==> src/rtl/instr_fetch.sv <==
// rtl/instr_fetch.sv - single-outstanding instruction fetch stage with branch-redirected pc
module instr_fetch #(
    parameter logic [31:0] RESET_PC = 32'h0000_0000
) (
    input  logic        clk,
    input  logic        rst,
    output logic        imem_req,
    output logic [31:0] imem_addr,
    input  logic        imem_ack,
    input  logic [31:0] imem_data,
    output logic [31:0] instr,
    output logic        instr_valid,
    input  logic        stall,
    input  logic [1:0]  branch,
    input  logic        branch_cond,
    input  logic [31:0] branch_target,
    output logic [31:0] pc,
    output logic [31:0] pc_link
);

    localparam logic [1:0] S_IDLE  = 2'd0;
    localparam logic [1:0] S_FETCH = 2'd1;
    localparam logic [1:0] S_HOLD  = 2'd2;

    localparam logic [31:0] PC_INIT = RESET_PC & 32'hFFFF_FFFC;

    logic [1:0]  r_state;
    logic [31:0] r_pc;
    logic [31:0] r_instr;

    logic        w_taken;
    logic [31:0] w_pc_plus4;
    logic [31:0] w_target;
    logic [31:0] w_next_pc;

    assign w_taken    = (branch == 2'b01) || (branch == 2'b11) ||
                        ((branch == 2'b10) && branch_cond);
    assign w_pc_plus4 = r_pc + 32'd4;
    // Masking keeps pc word-aligned regardless of what decode hands us.
    assign w_target   = branch_target & 32'hFFFF_FFFC;
    assign w_next_pc  = w_taken ? w_target : w_pc_plus4;

    always_ff @(posedge clk or posedge rst) begin
        if (rst) begin
            r_state <= S_IDLE;
            r_pc    <= PC_INIT;
            r_instr <= 32'h0000_0000;
        end else begin
            case (r_state)
                S_IDLE: r_state <= S_FETCH;
                S_FETCH: begin
                    if (imem_ack) begin
                        r_instr <= imem_data;
                        r_state <= S_HOLD;
                    end
                end
                S_HOLD: begin
                    // Retire edge: the only time branch inputs are looked at.
                    if (!stall) begin
                        r_pc    <= w_next_pc;
                        r_state <= S_FETCH;
                    end
                end
                default: r_state <= S_IDLE;
            endcase
        end
    end

    // Derived from state so reset drops the request without waiting for clk.
    assign imem_req    = (r_state == S_FETCH);
    assign instr_valid = (r_state == S_HOLD);
    assign imem_addr   = r_pc;
    assign pc          = r_pc;
    assign instr       = r_instr;
    assign pc_link     = w_pc_plus4;

endmodule

==> config.mk <==
export PLATFORM = sky130hd
export DESIGN_NAME = instr_fetch
export DESIGN_NICKNAME = d
export VERILOG_FILES = /design/src/rtl/instr_fetch.sv
export SDC_FILE = /design/constraint.sdc
export NUM_CORES = 1
export LEC_CHECK = 0
export ABC_AREA = 1
export ABC_CLOCK_PERIOD_IN_PS = 3390
export BUFFER_PORTS_ARGS = -buffer_cell sky130_fd_sc_hd__buf_4
export CORE_MARGIN = 8
export CORE_UTILIZATION = 50
export CTS_CLUSTER_DIAMETER = 30
export CTS_CLUSTER_SIZE = 14
export DETAILED_ROUTE_END_ITERATION = 8
export PLACE_DENSITY = 0.91
export SLEW_MARGIN = 20
export SYNTH_ARGS = -nofsm -noshare
export SYNTH_HDL_FRONTEND = slang
export SYNTH_SLANG_ARGS = --single-unit
==> constraint.sdc <==
create_clock -name clk -period 3.39 [get_ports clk]
set_input_delay 0.339 -clock clk [delete_from_list [all_inputs] [get_ports clk]]
set_output_delay 0.339 -clock clk [all_outputs]
set_load 0.005 [all_outputs]
==> summary.md, run 1 <==
| Metric | Value |
|---|---|
| Status | `complete, no violations` |
| Pin count of the biggest net entering global routing | `46` |
| Max FO, Critical Path | `5` |
| Final setup violation count | `0` |
| Mux contribution to synthesized area | `8.98%` |
| Compound-cell area share of the yosys netlist | `6.27%` |
| Synth unique cells | `32` |
| Final Slew Violations | `0` |
| Worst path slowest cell | `dfrtp_1` |
| Clk_skew | `10.1 ps` |
| Pre-CTS WS | `1510 ps` |
| Post-synthesis cell count | `509` |
| Grt ovf | `0` |
| Synth area leaders | `dfrtp_1 40%, nand2_1 13%, buf_4 6.7%, nor2_1 6.2%, mux2_1 5.9%` |
| Clock buffer count from CTS | `9` |
| PD cells | `837 mW/mm^2` |
| RePlAce Congestion | `0.857` |
| First-pass GRT wire length | `20800 um` |
| Synth cell count leaders | `144 x nand2_1, 66 x nor2_1, 64 x dfrtp_1` |
| Fin crit share | `67.0%` |
| Most common cell in the netlist | `nand2_1` |
| Final worst slack | `1120 ps` |
| Worst Path Required | `3050 ps` |
| CTS Hold Bufs | `0` |
| IO Pins | `201` |
| Post-cts sizing count | `0` |
| Core Box Area | `0.00777 sq mm` |
| Post-Synth XOR/XNOR Area | `1.53%` |
| Critical Path Sink Type | `output pin` |
| Reg2reg setup slack | `1590 ps` |
| Top cell type's share of synthesized area | `39.9%` |
| Largest family of logic cells by synthesized area | `simple AND/OR/NAND/NOR gates` |
| F_max | `440 MHz` |
| Area of the multi-input gates | `0.00194 sq mm` |
| Average size of a mapped cell | `7.88 sq um` |
| Share of layout cells above drive strength 1 | `38.8%` |
| Final instance area | `0.00551 sq mm` |
| Fin nets | `743` |
| Area of the die | `0.0111 sq mm` |
| Total power | `0.00461 W` |
| Simple-gate share of the synthesized area | `30.6%` |
| Mapped cell area | `0.00401 sq mm` |
| Die height | `106 um` |
| Hold Fails Final Rpt | `0` |
| Tot GR Track Use | `22.9%` |
| Worst skew pair latency | `340 ps` |
| CP arrival | `1930 ps` |
| Post-DP HPWL | `10100 um` |
| Pre-antenna DRT Iters | `4` |
| CP peak stage delay | `450 ps` |
| Rows | `32` |
| RSZ-0062 raised after global routing | `false` |
| CP Launch Type | `flip-flop` |
| Critical path type | `reg -> out` |
| Synthesized-area fraction occupied by adder cells | `0.312%` |
| H-tree depth | `3` |
| Seq cells post-synth | `64` |
| Slew HR | `56.7%` |
| CTS tree | `yes` |
| Layout area overhead | `37.2%` |
| # fillers | `606` |
| DR vias/cell | `5.04` |
| Number of cells after detailed placement | `762` |
| Max-cap violation count | `0` |
| CP bufs+invs | `1` |
| Post-synth top area cell | `dfrtp_1` |
| Peak supply drop | `0.000557 V` |
| Sequential fraction of the synthesis area | `39.9%` |
| Worst-margin pin slew | `649 ps` |
| Clock Tree Root | `clkbuf_8` |
| Area after DPL | `0.00530 sq mm` |
| Post-DRT Antenna Nets | `0` |
| PortBufs | `192` |
| Crit-path leading delay family | `simple AND/OR/NAND/NOR gates` |
| Drt first-iter violations | `139` |
| Initial core utilization | `51.7%` |
| CTS Sinks | `64` |
| Fin crit period | `2270 ps` |
| Worst-path clk slew | `80 ps` |
| # diodes | `0` |
| Register area | `0.00160 sq mm` |
| Crit path cell chain | `ha_1 > nand2_2 > nor2_8 > nand3_1 > o21ai_1 > nand2_1 > buf_4` |
| Share of synthesized flip-flops with an asynchronous set or reset | `100%` |
| Avg WL per Cell | `16.6 um` |
| Post-synth EDFFs | `0` |
| Number of global-route vias before repair | `4219` |
| Die width | `106 um` |
| Worst hold path class | `in -> async` |
| Setup bufs post-CTS | `0` |
| Leak Pwr | `2.89 nW` |
| Wirelength, routed | `12900 um` |
| Vias | `3923` |
| Initial antenna violation count | `0` |
| Yosys warning count | `0` |
| Post-Layout Cell Count | `778` |
| DRC viols | `0` |
| Clk buf depth | `2` |
| Final TNS setup | `0 ps` |
| Most used DFF post-synth | `dfrtp_1` |
## path summary, 6_finish.rpt
kind                                    from            to  cells past startpoint
worst max-delay path            imem_addr[2]   pc_link[20]                      7
worst min-delay path                     rst     instr[19]                      2
worst max register to register    r_state[1]  imem_addr[8]                      6
worst min register to register     instr[18]     instr[18]                      1
max in group asynchronous                rst     instr[23]                      3
min in group clk                    imem_ack    r_state[0]                      2
## registers in the layout, summed over array words and instances (netlist names)
name,cells
imem_addr,30
instr,32
r_state,2
## cells by family (layout without fill, tap and decap cells)
| group | Yosys count | after routing |
|---|---|---|
| AND/OR/NAND/NOR | 267 | 267 |
| buffers and inverters | 93 | 255 |
| flip-flops | 64 | 64 |
| AO/OA/AOI/OAI | 44 | 44 |
| multiplexers | 32 | 32 |
| XOR/XNOR | 7 | 7 |
| adder cells (fa/ha/maj) | 1 | 1 |
| other | 1 | 6 |
## power breakdown
part           leakage (nW)  internal [W]  total (W)  switching [W]
registers             0.772       0.00113    0.00157       0.000433
logic                  2.02       0.00130    0.00236        0.00106
clock network         0.100      0.000346   0.000682       0.000335
total                  2.89       0.00278    0.00461        0.00183
## placed cells by master (no fill, tap or decap)
| cell | n |
|---|---|
| clkinv_2 | 1 |
| clkinv_4 | 2 |
| inv_1 | 35 |
| inv_6 | 2 |
| clkinvlp_4 | 1 |
| nor2_8 | 4 |
| inv_2 | 7 |
| o22ai_1 | 5 |
| nor2_2 | 6 |
| xor2_1 | 5 |
| a21oi_1 | 2 |
| mux2_2 | 11 |
| o211ai_1 | 1 |
| nand2_2 | 8 |
| and2_1 | 3 |
| nor2_1 | 66 |
| nor2_4 | 6 |
| clkinv_1 | 1 |
| nand2_8 | 1 |
| nand3_1 | 26 |
| nand2_1 | 144 |
| o21ai_2 | 1 |
| a21oi_4 | 1 |
| bufinv_16 | 1 |
| a21boi_2 | 2 |
| ha_1 | 1 |
| buf_4 | 196 |
| conb_1 | 6 |
| nand2_4 | 3 |
| xnor2_1 | 2 |
| o21ai_1 | 16 |
| mux2_1 | 21 |
| dfrtp_1 | 64 |
| o21ai_0 | 15 |
| o31ai_1 | 1 |
| clkbuf_8 | 9 |
## layout make-up
cell class | instances | share of cell area (%)
Clock buffer | 9 | 2.25
Timing Repair Buffer | 196 | 26.7
Sequential cell | 64 | 29.1
Inverter | 43 | 2.93
Tap cell | 102 | 2.32
Multi-Input combinational cell | 357 | 35.3
Clock inverter | 7 | 1.41
## worst register-to-register path, cell delays in order, from the launching register on
cell     delay [ps]
dfrtp_1         410
inv_2            50
nor2_2          120
nand2_1         380
inv_2           430
o21ai_0         200
o22ai_1         160
## through the flow
| step | hold slack, ps | utilization, % |
|---|---|---|
| 5_1_grt | 129 | 70.9 |
| 6_report | 87.7 | 70.9 |
| 3_3_place_gp | 458 | 68.3 |
| 4_1_cts | 93.9 | 70.9 |
| 3_5_place_dp | 467 | 68.3 |
| 2_1_floorplan | 425 | - |
## per-layer routing
metal	GRT usage, %	part of all wire, %	vias to the layer above
met5	0	0	-
li1	-	-	1877
met2	39.7	49	191
met4	10.7	2.8	0
met3	10.4	12	27
met1	23.0	36	1828
Power figures use the tool's default switching activity.
==> run 2, diff against run 1 <==
- ABC_AREA: 1 -> 0
- ABC_CLOCK_PERIOD_IN_PS: 3390 -> 1800
- CORE_UTILIZATION: 50 -> 42
- PLACE_DENSITY: 0.91 -> 0.83
- clock period: 3.39 -> 1.8 ns (I/O delays scaled with it)
==> summary.md, run 2 <==
| Metric | Value |
|---|---|
| Post-DP HPWL | `10500 um (was 10100 um)` |
| Share of layout cells above drive strength 1 | `65.5% (was 38.8%)` |
| Avg WL per Cell | `20.5 um (was 16.6 um)` |
| Wirelength, routed | `15600 um (was 12900 um)` |
| CP arrival | `2070 ps (was 1930 ps)` |
| PD cells | `1480 mW/mm^2 (was 837 mW/mm^2)` |
| Post-synthesis cell count | `389 (was 509)` |
| DR vias/cell | `5.55 (was 5.04)` |
| Initial antenna violation count | `0 (unchanged)` |
| Failing checks | `setup timing` |
| Worst-margin pin slew | `530 ps (was 649 ps)` |
| Synth unique cells | `53 (was 32)` |
| Most common cell in the netlist | `dfrtp_1 (was nand2_1)` |
| Worst-path clk slew | `80 ps (about the same)` |
| Max-cap violation count | `0 (unchanged)` |
| Mapped cell area | `0.00390 sq mm (was 0.00401 sq mm)` |
| Area after DPL | `0.00559 sq mm (was 0.00530 sq mm)` |
| DRC viols | `0 (unchanged)` |
| Worst skew pair latency | `330 ps (was 340 ps)` |
| Final instance area | `0.00669 sq mm (was 0.00551 sq mm)` |
| Final Slew Violations | `0 (unchanged)` |
| Tot GR Track Use | `22.4% (was 22.9%)` |
| Rows | `35 (was 32)` |
| Drt first-iter violations | `265 (was 139)` |
| Status | `complete, but fails checks (was complete, no violations)` |
| Clk buf depth | `2 (unchanged)` |
| Post-DRT Antenna Nets | `0 (unchanged)` |
| Core Box Area | `0.00911 sq mm (was 0.00777 sq mm)` |
| First-pass GRT wire length | `22900 um (was 20800 um)` |
| Largest register FFs | `32 (unchanged)` |
| Post-Layout Cell Count | `761 (was 778)` |
| Critical path type | `reg -> out (unchanged)` |
| Seq cells post-synth | `64 (unchanged)` |
| Critical Path Sink Type | `output pin (unchanged)` |
| RePlAce Congestion | `0.859 (was 0.857)` |
| Top cell type's share of synthesized area | `41.0% (was 39.9%)` |
| Post-synth EDFFs | `0 (unchanged)` |
| Pin count of the biggest net entering global routing | `35 (was 46)` |
| Number of cells after detailed placement | `699 (was 762)` |
| Total power | `0.00989 W (was 0.00461 W)` |
| Die height | `112 um (was 106 um)` |
| Most frequent cells in the layout | `271 x buf_4, 62 x dfrtp_1, 32 x mux2_2, 30 x nand2_1, 30 x buf_6 (was 196 x buf_4, 144 x nand2_1, 66 x nor2_1, 64 x dfrtp_1, 35 x inv_1)` |
| Average size of a mapped cell | `10.0 sq um (was 7.88 sq um)` |
| Number of global-route vias before repair | `4308 (was 4219)` |
| Vias | `4221 (was 3923)` |
| PortBufs | `192 (unchanged)` |
| RSZ-0062 raised after global routing | `true (was false)` |
| Fin nets | `717 (was 743)` |
| H-tree depth | `3 (unchanged)` |
| Final setup violation count | `34 (was 0)` |
| Clock buffer count from CTS | `9 (unchanged)` |
| CP Launch Type | `flip-flop (unchanged)` |
| Clk_skew | `9.56 ps (was 10.1 ps)` |
| F_max | `444 MHz` |
| Peak supply drop | `0.000570 V (was 0.000557 V)` |
| Fin crit share | `125%` |
| Layout area overhead | `71.5% (was 37.2%)` |
| Die width | `112 um (was 106 um)` |
| # diodes | `0 (unchanged)` |
| Clock Tree Root | `clkbuf_8 (unchanged)` |
| Pre-antenna DRT Iters | `5 (was 4)` |
| Share of synthesized flip-flops with an asynchronous set or reset | `100% (unchanged)` |
| Most common cell after layout, fill and taps aside | `buf_4 (unchanged)` |
| Synth area leaders | `dfrtp_1 41%, mux2_2 9.2%, buf_4 7.3%, xnor2_1 3.8%, nand2_1 3.4% (was dfrtp_1 40%, nand2_1 13%, buf_4 6.7%, nor2_1 6.2%, mux2_1 5.9%)` |
| CTS Sinks | `64 (unchanged)` |
| Grt ovf | `0 (unchanged)` |
| Synth cell count leaders | `64 x dfrtp_1, 38 x buf_4, 35 x nand2_1 (was 144 x nand2_1, 66 x nor2_1, 64 x dfrtp_1)` |
| Sequential fraction of the synthesis area | `41.0% (was 39.9%)` |
| IO Pins | `201 (unchanged)` |
| Area of the die | `0.0126 sq mm (was 0.0111 sq mm)` |
| CTS tree | `yes (unchanged)` |
| Worst Path Required | `1620 ps (was 3050 ps)` |
| Max FO, Critical Path | `5 (unchanged)` |
| Initial core utilization | `42.9% (was 51.7%)` |
| Yosys warning count | `0 (unchanged)` |
| Post-synth top area cell | `dfrtp_1 (unchanged)` |
| Slew HR | `64.6% (was 56.7%)` |
| Final worst slack | `-453 ps (was 1120 ps)` |
| Hold Fails Final Rpt | `0 (unchanged)` |
| Fin crit period | `2250 ps` |
| Worst hold path class | `in -> reg (was in -> async)` |
| Util after Layout | `73.5% (was 70.9%)` |
| Most used DFF post-synth | `dfrtp_1 (unchanged)` |
| Leak Pwr | `3.12 nW (was 2.89 nW)` |
-- run 2: changes by cell type after synthesis, sizes merged, moves of 8 or more --
cell and change:
a21oi +8, o21ai -21, nand4 +10, nand2 -121
o211ai +8, and4 +8, nand3 -14, xnor2 +15
inv -40, clkbuf +9, nor2 -68, a22oi +13
and3 +8
-- run 2: metal layers --
metal | wire (um) | part of all wire (%) | vias to the layer above | GRT usage, %
met5 | 0 | 0 | - | 0
met4 | 411 | 2.6 | 0 | 8.00
met3 | 1170 | 7.5 | 29 | 5.74
met2 | 8300 | 53 | 215 | 40.0
met1 | 5700 | 37 | 2082 | 25.2
li1 | - | - | 1895 | -
-- run 2: power breakdown --
part	internal, W	total, W	switching, W
combinational	0.00339	0.00597	0.00258
sequential	0.00207	0.00250	0.000431
clock	0.000825	0.00141	0.000590
total	0.00629	0.00989	0.00360
-- run 2: stage by stage --
step	hold WS, ps	TNS, ps	setup slack, ps
final	47.5	-8010	-453
after floorplan	276	-62.4	-25.3
after global placement	182	-160	-103
after global routing	41.7	-10380	-520
after CTS	29.6	-5240	-386
after detailed placement	189	-236	-100
-- run 2: final timing paths --
check,startpoint,end,slack (ps),depth (start not counted)
worst max-delay path,imem_addr[12],pc_link[31],-450,5
worst min-delay path,imem_ack,r_state[0],50,2
worst max register to register,imem_addr[3],imem_addr[12],-180,11
worst min register to register,instr[20],instr[20],510,1
max in group asynchronous,rst,instr[2],670,4
min in group asynchronous,rst,imem_addr[4],400,3
-- run 2: cells by family (layout without fill, tap and decap cells) --
kind of cell	after synthesis	count (layout)	share of synthesized area, %
AO/OA/AOI/OAI	85	85	15.6
XOR/XNOR	26	26	5.83
adder cells (fa/ha/maj)	1	1	0.320
buffers and inverters	65	321	11.7
flip-flops	64	64	41.0
multiplexers	33	33	9.49
other	1	6	0.0961
AND/OR/NAND/NOR	114	114	15.9
-- run 2: layout make-up --
cell class	count	area, sq um
Inverter	2	11.3
Sequential cell	64	1600
Clock inverter	6	91.3
Fill cell	615	2410
Multi-Input combinational cell	265	2310
Clock buffer	10	138
Timing Repair Buffer	303	2400
Tap cell	111	139
-- run 2: worst max-delay path, cell delays in order (launching register included) --
cell	delay, ps
dfrtp_1	390
nand4_2	160
or4_4	580
or2_4	290
xnor2_2	180
buf_4	150
-- run 2: repair_timing --
action	4_1_cts	5_1_grt
resized for setup	73	46
pin swaps	40	27
setup buffers	34	20
hold buffers	1	0
gates cloned	1	0
hold endpoints to repair	13	0
endpoints found under the setup margin	27	44
==> run 3, diff against run 2 <==
- ABC_CLOCK_PERIOD_IN_PS: 1800 -> 1950
- RECOVER_POWER: default -> 25
- clock period: 1.8 -> 1.95 ns (I/O delays scaled with it)
==> summary.md, run 3 (synthesis gave the netlist of run 2 again) <==
| Metric | Value |
|---|---|
| Status | `complete, but fails checks (unchanged)` |
| Failing checks | `setup timing (unchanged)` |
| Worst Path Required | `1750 ps (was 1620 ps)` |
| Max-cap violation count | `0 (unchanged)` |
| Clock share of power | `12.0% (was 14.3%)` |
| Final instance area | `0.00631 sq mm (was 0.00669 sq mm)` |
| Grt ovf | `0 (unchanged)` |
| RePlAce Congestion | `0.831 (was 0.859)` |
| Most frequent cells in the layout | `229 x buf_4, 62 x dfrtp_1, 32 x nand2_1, 32 x mux2_2, 23 x clkbuf_4 (was 271 x buf_4, 62 x dfrtp_1, 32 x mux2_2, 30 x nand2_1, 30 x buf_6)` |
| Layout area overhead | `61.7% (was 71.5%)` |
| Die width | `112 um (unchanged)` |
| Pin count of the biggest net entering global routing | `33 (was 35)` |
| Total power | `0.00832 W (was 0.00989 W)` |
| Final worst slack | `-229 ps (was -453 ps)` |
| DRC viols | `0 (unchanged)` |
| Most common cell after layout, fill and taps aside | `buf_4 (unchanged)` |
| Most used routing layer | `met2 (unchanged)` |
| Met3 Resource Use GR | `5.53% (was 5.74%)` |
| GR Util met1 | `23.1% (was 25.2%)` |
| Critical Path Sink Type | `output pin (unchanged)` |
| Wirelength, routed | `14400 um (was 15600 um)` |
| Share of layout cells above drive strength 1 | `61.1% (was 65.5%)` |
| Area of the die | `0.0126 sq mm (unchanged)` |
| Fin crit share | `112%` |
| Die height | `112 um (unchanged)` |
| CP Launch Type | `flip-flop (unchanged)` |
| Area after DPL | `0.00550 sq mm (was 0.00559 sq mm)` |
| Max FO, Critical Path | `4 (was 5)` |
| Pre-antenna DRT Iters | `5 (unchanged)` |
| Reg power frac | `27.8% (was 25.3%)` |
| Worst-margin pin slew | `1100 ps (was 530 ps)` |
| Tot GR Track Use | `21.8% (was 22.4%)` |
| Clock buffer count from CTS | `9 (unchanged)` |
| Drt first-iter violations | `172 (was 265)` |
| Post-DRT Antenna Nets | `0 (unchanged)` |
| CTS tree | `yes (unchanged)` |
| Fin crit period | `2180 ps` |
| DR vias/cell | `5.47 (was 5.55)` |
| Clk buf depth | `2 (unchanged)` |
| Switching Share | `37.0% (was 36.4%)` |
| Largest register FFs | `32 (unchanged)` |
| Rows | `35 (unchanged)` |
| Routing usage on met2 | `40.3% (was 40.0%)` |
| Fin nets | `697 (was 717)` |
| First-pass GRT wire length | `22200 um (was 22900 um)` |
| Slew HR | `26.4% (was 64.6%)` |
| Critical path type | `reg -> out (unchanged)` |
| Avg WL per Cell | `19.4 um (was 20.5 um)` |
| Initial core utilization | `42.9% (unchanged)` |
| Clk_skew | `7.33 ps (was 9.56 ps)` |
| Initial antenna violation count | `0 (unchanged)` |
| Comb pwr share | `60.2% (was 60.4%)` |
| CTS Sinks | `64 (unchanged)` |
| Vias | `4052 (was 4221)` |
| Number of global-route vias before repair | `4242 (was 4308)` |
| Post-DP HPWL | `10600 um (was 10500 um)` |
| RSZ-0062 raised after global routing | `true (unchanged)` |
| # fillers | `683 (was 615)` |
| CP arrival | `1980 ps (was 2070 ps)` |
| Worst hold path class | `in -> reg (unchanged)` |
| Core Box Area | `0.00911 sq mm (unchanged)` |
| Leak Pwr | `2.90 nW (was 3.12 nW)` |
| Internal power | `0.00525 W (was 0.00629 W)` |
| IO Pins | `201 (unchanged)` |
| Final Slew Violations | `0 (unchanged)` |
| PortBufs | `192 (unchanged)` |
| Clock Tree Root | `clkbuf_8 (unchanged)` |
| NetSw | `0.00308 W (was 0.00360 W)` |
| Final setup violation count | `23 (was 34)` |
| H-tree depth | `3 (unchanged)` |
| Peak supply drop | `0.000499 V (was 0.000570 V)` |
| F_max | `459 MHz` |
| # diodes | `0 (unchanged)` |
| Worst-path clk slew | `70 ps (was 80 ps)` |
| Worst skew pair latency | `330 ps (about the same)` |
| Hold Fails Final Rpt | `0 (unchanged)` |
| PD cells | `1320 mW/mm^2 (was 1480 mW/mm^2)` |
| Pre-CTS WS | `9.66 ps (was -100 ps)` |
## run 3: final timing paths
path                       cells after the start             to  slack [ps]     startpoint
setup / recovery                               5    pc_link[31]        -230  imem_addr[14]
hold / removal                                 2     r_state[0]          50       imem_ack
setup reg to reg                               9  imem_addr[29]          60  imem_addr[14]
hold reg to reg                                1       instr[4]         510       instr[4]
max in group asynchronous                      4       instr[3]         440            rst
min in group asynchronous                      3       instr[6]         720            rst
## run 3: per-layer routing
layer	up-vias	part of all wire (%)
met3	29	6.8
met5	-	0
li1	1862	-
met1	1993	36
met2	168	55
met4	0	2.2
## run 3: worst max-delay path, cell delays in order, from the launching register on
cell	delay [ps]
dfrtp_1	370
nand4_1	150
or4_4	580
or2_4	270
xnor2_2	150
buf_4	140
## run 3: area by class of cell
| class | count | area (sq um) | share of cell area (%) |
|---|---|---|---|
| timing repair buffer | 283 | 2220 | 35.1 |
| multi-input combinational | 265 | 2170 | 34.4 |
| sequential | 64 | 1600 | 25.4 |
| tap | 111 | 139 | 2.20 |
| clock buffer | 9 | 124 | 1.96 |
| clock inverter | 7 | 48.8 | 0.773 |
| inverter | 2 | 7.51 | 0.119 |
## run 3: power groups by stage
| stage | clock (W) | sequential [W] | combinational, W |
|---|---|---|---|
| floorplan | 0 | 0.00246 | 0.00203 |
| global placement | 0 | 0.00225 | 0.00439 |
| detailed placement | 0 | 0.00231 | 0.00451 |
| CTS | 0.00101 | 0.00230 | 0.00491 |
| global route | 0.00107 | 0.00238 | 0.00537 |
| finish | 0.000999 | 0.00231 | 0.00501 |
## run 3: through the flow
| step | std cells | hold slack (ps) | setup TNS (ps) | util [%] |
|---|---|---|---|---|
| 6_report | 741 | 50.9 | -2800 | 69.3 |
| 5_1_grt | 741 | 66.2 | -5080 | 69.3 |
| 4_1_cts | 734 | 49.8 | -2290 | 67.6 |
| 3_5_place_dp | 687 | 308 | 0 | 60.4 |
| 3_3_place_gp | 687 | 297 | 0 | 60.4 |
| 2_1_floorplan | 394 | 291 | 0 | - |
## run 3: repair_timing
item | in CTS | in global routing
endpoints found under the hold margin | 26 | 0
gates cloned | 1 | 0
pin swaps | 28 | 17
hold buffers | 1 | 0
gates resized for setup | 59 | 28
buffers inserted | 29 | 10
setup endpoints to repair | 24 | 27
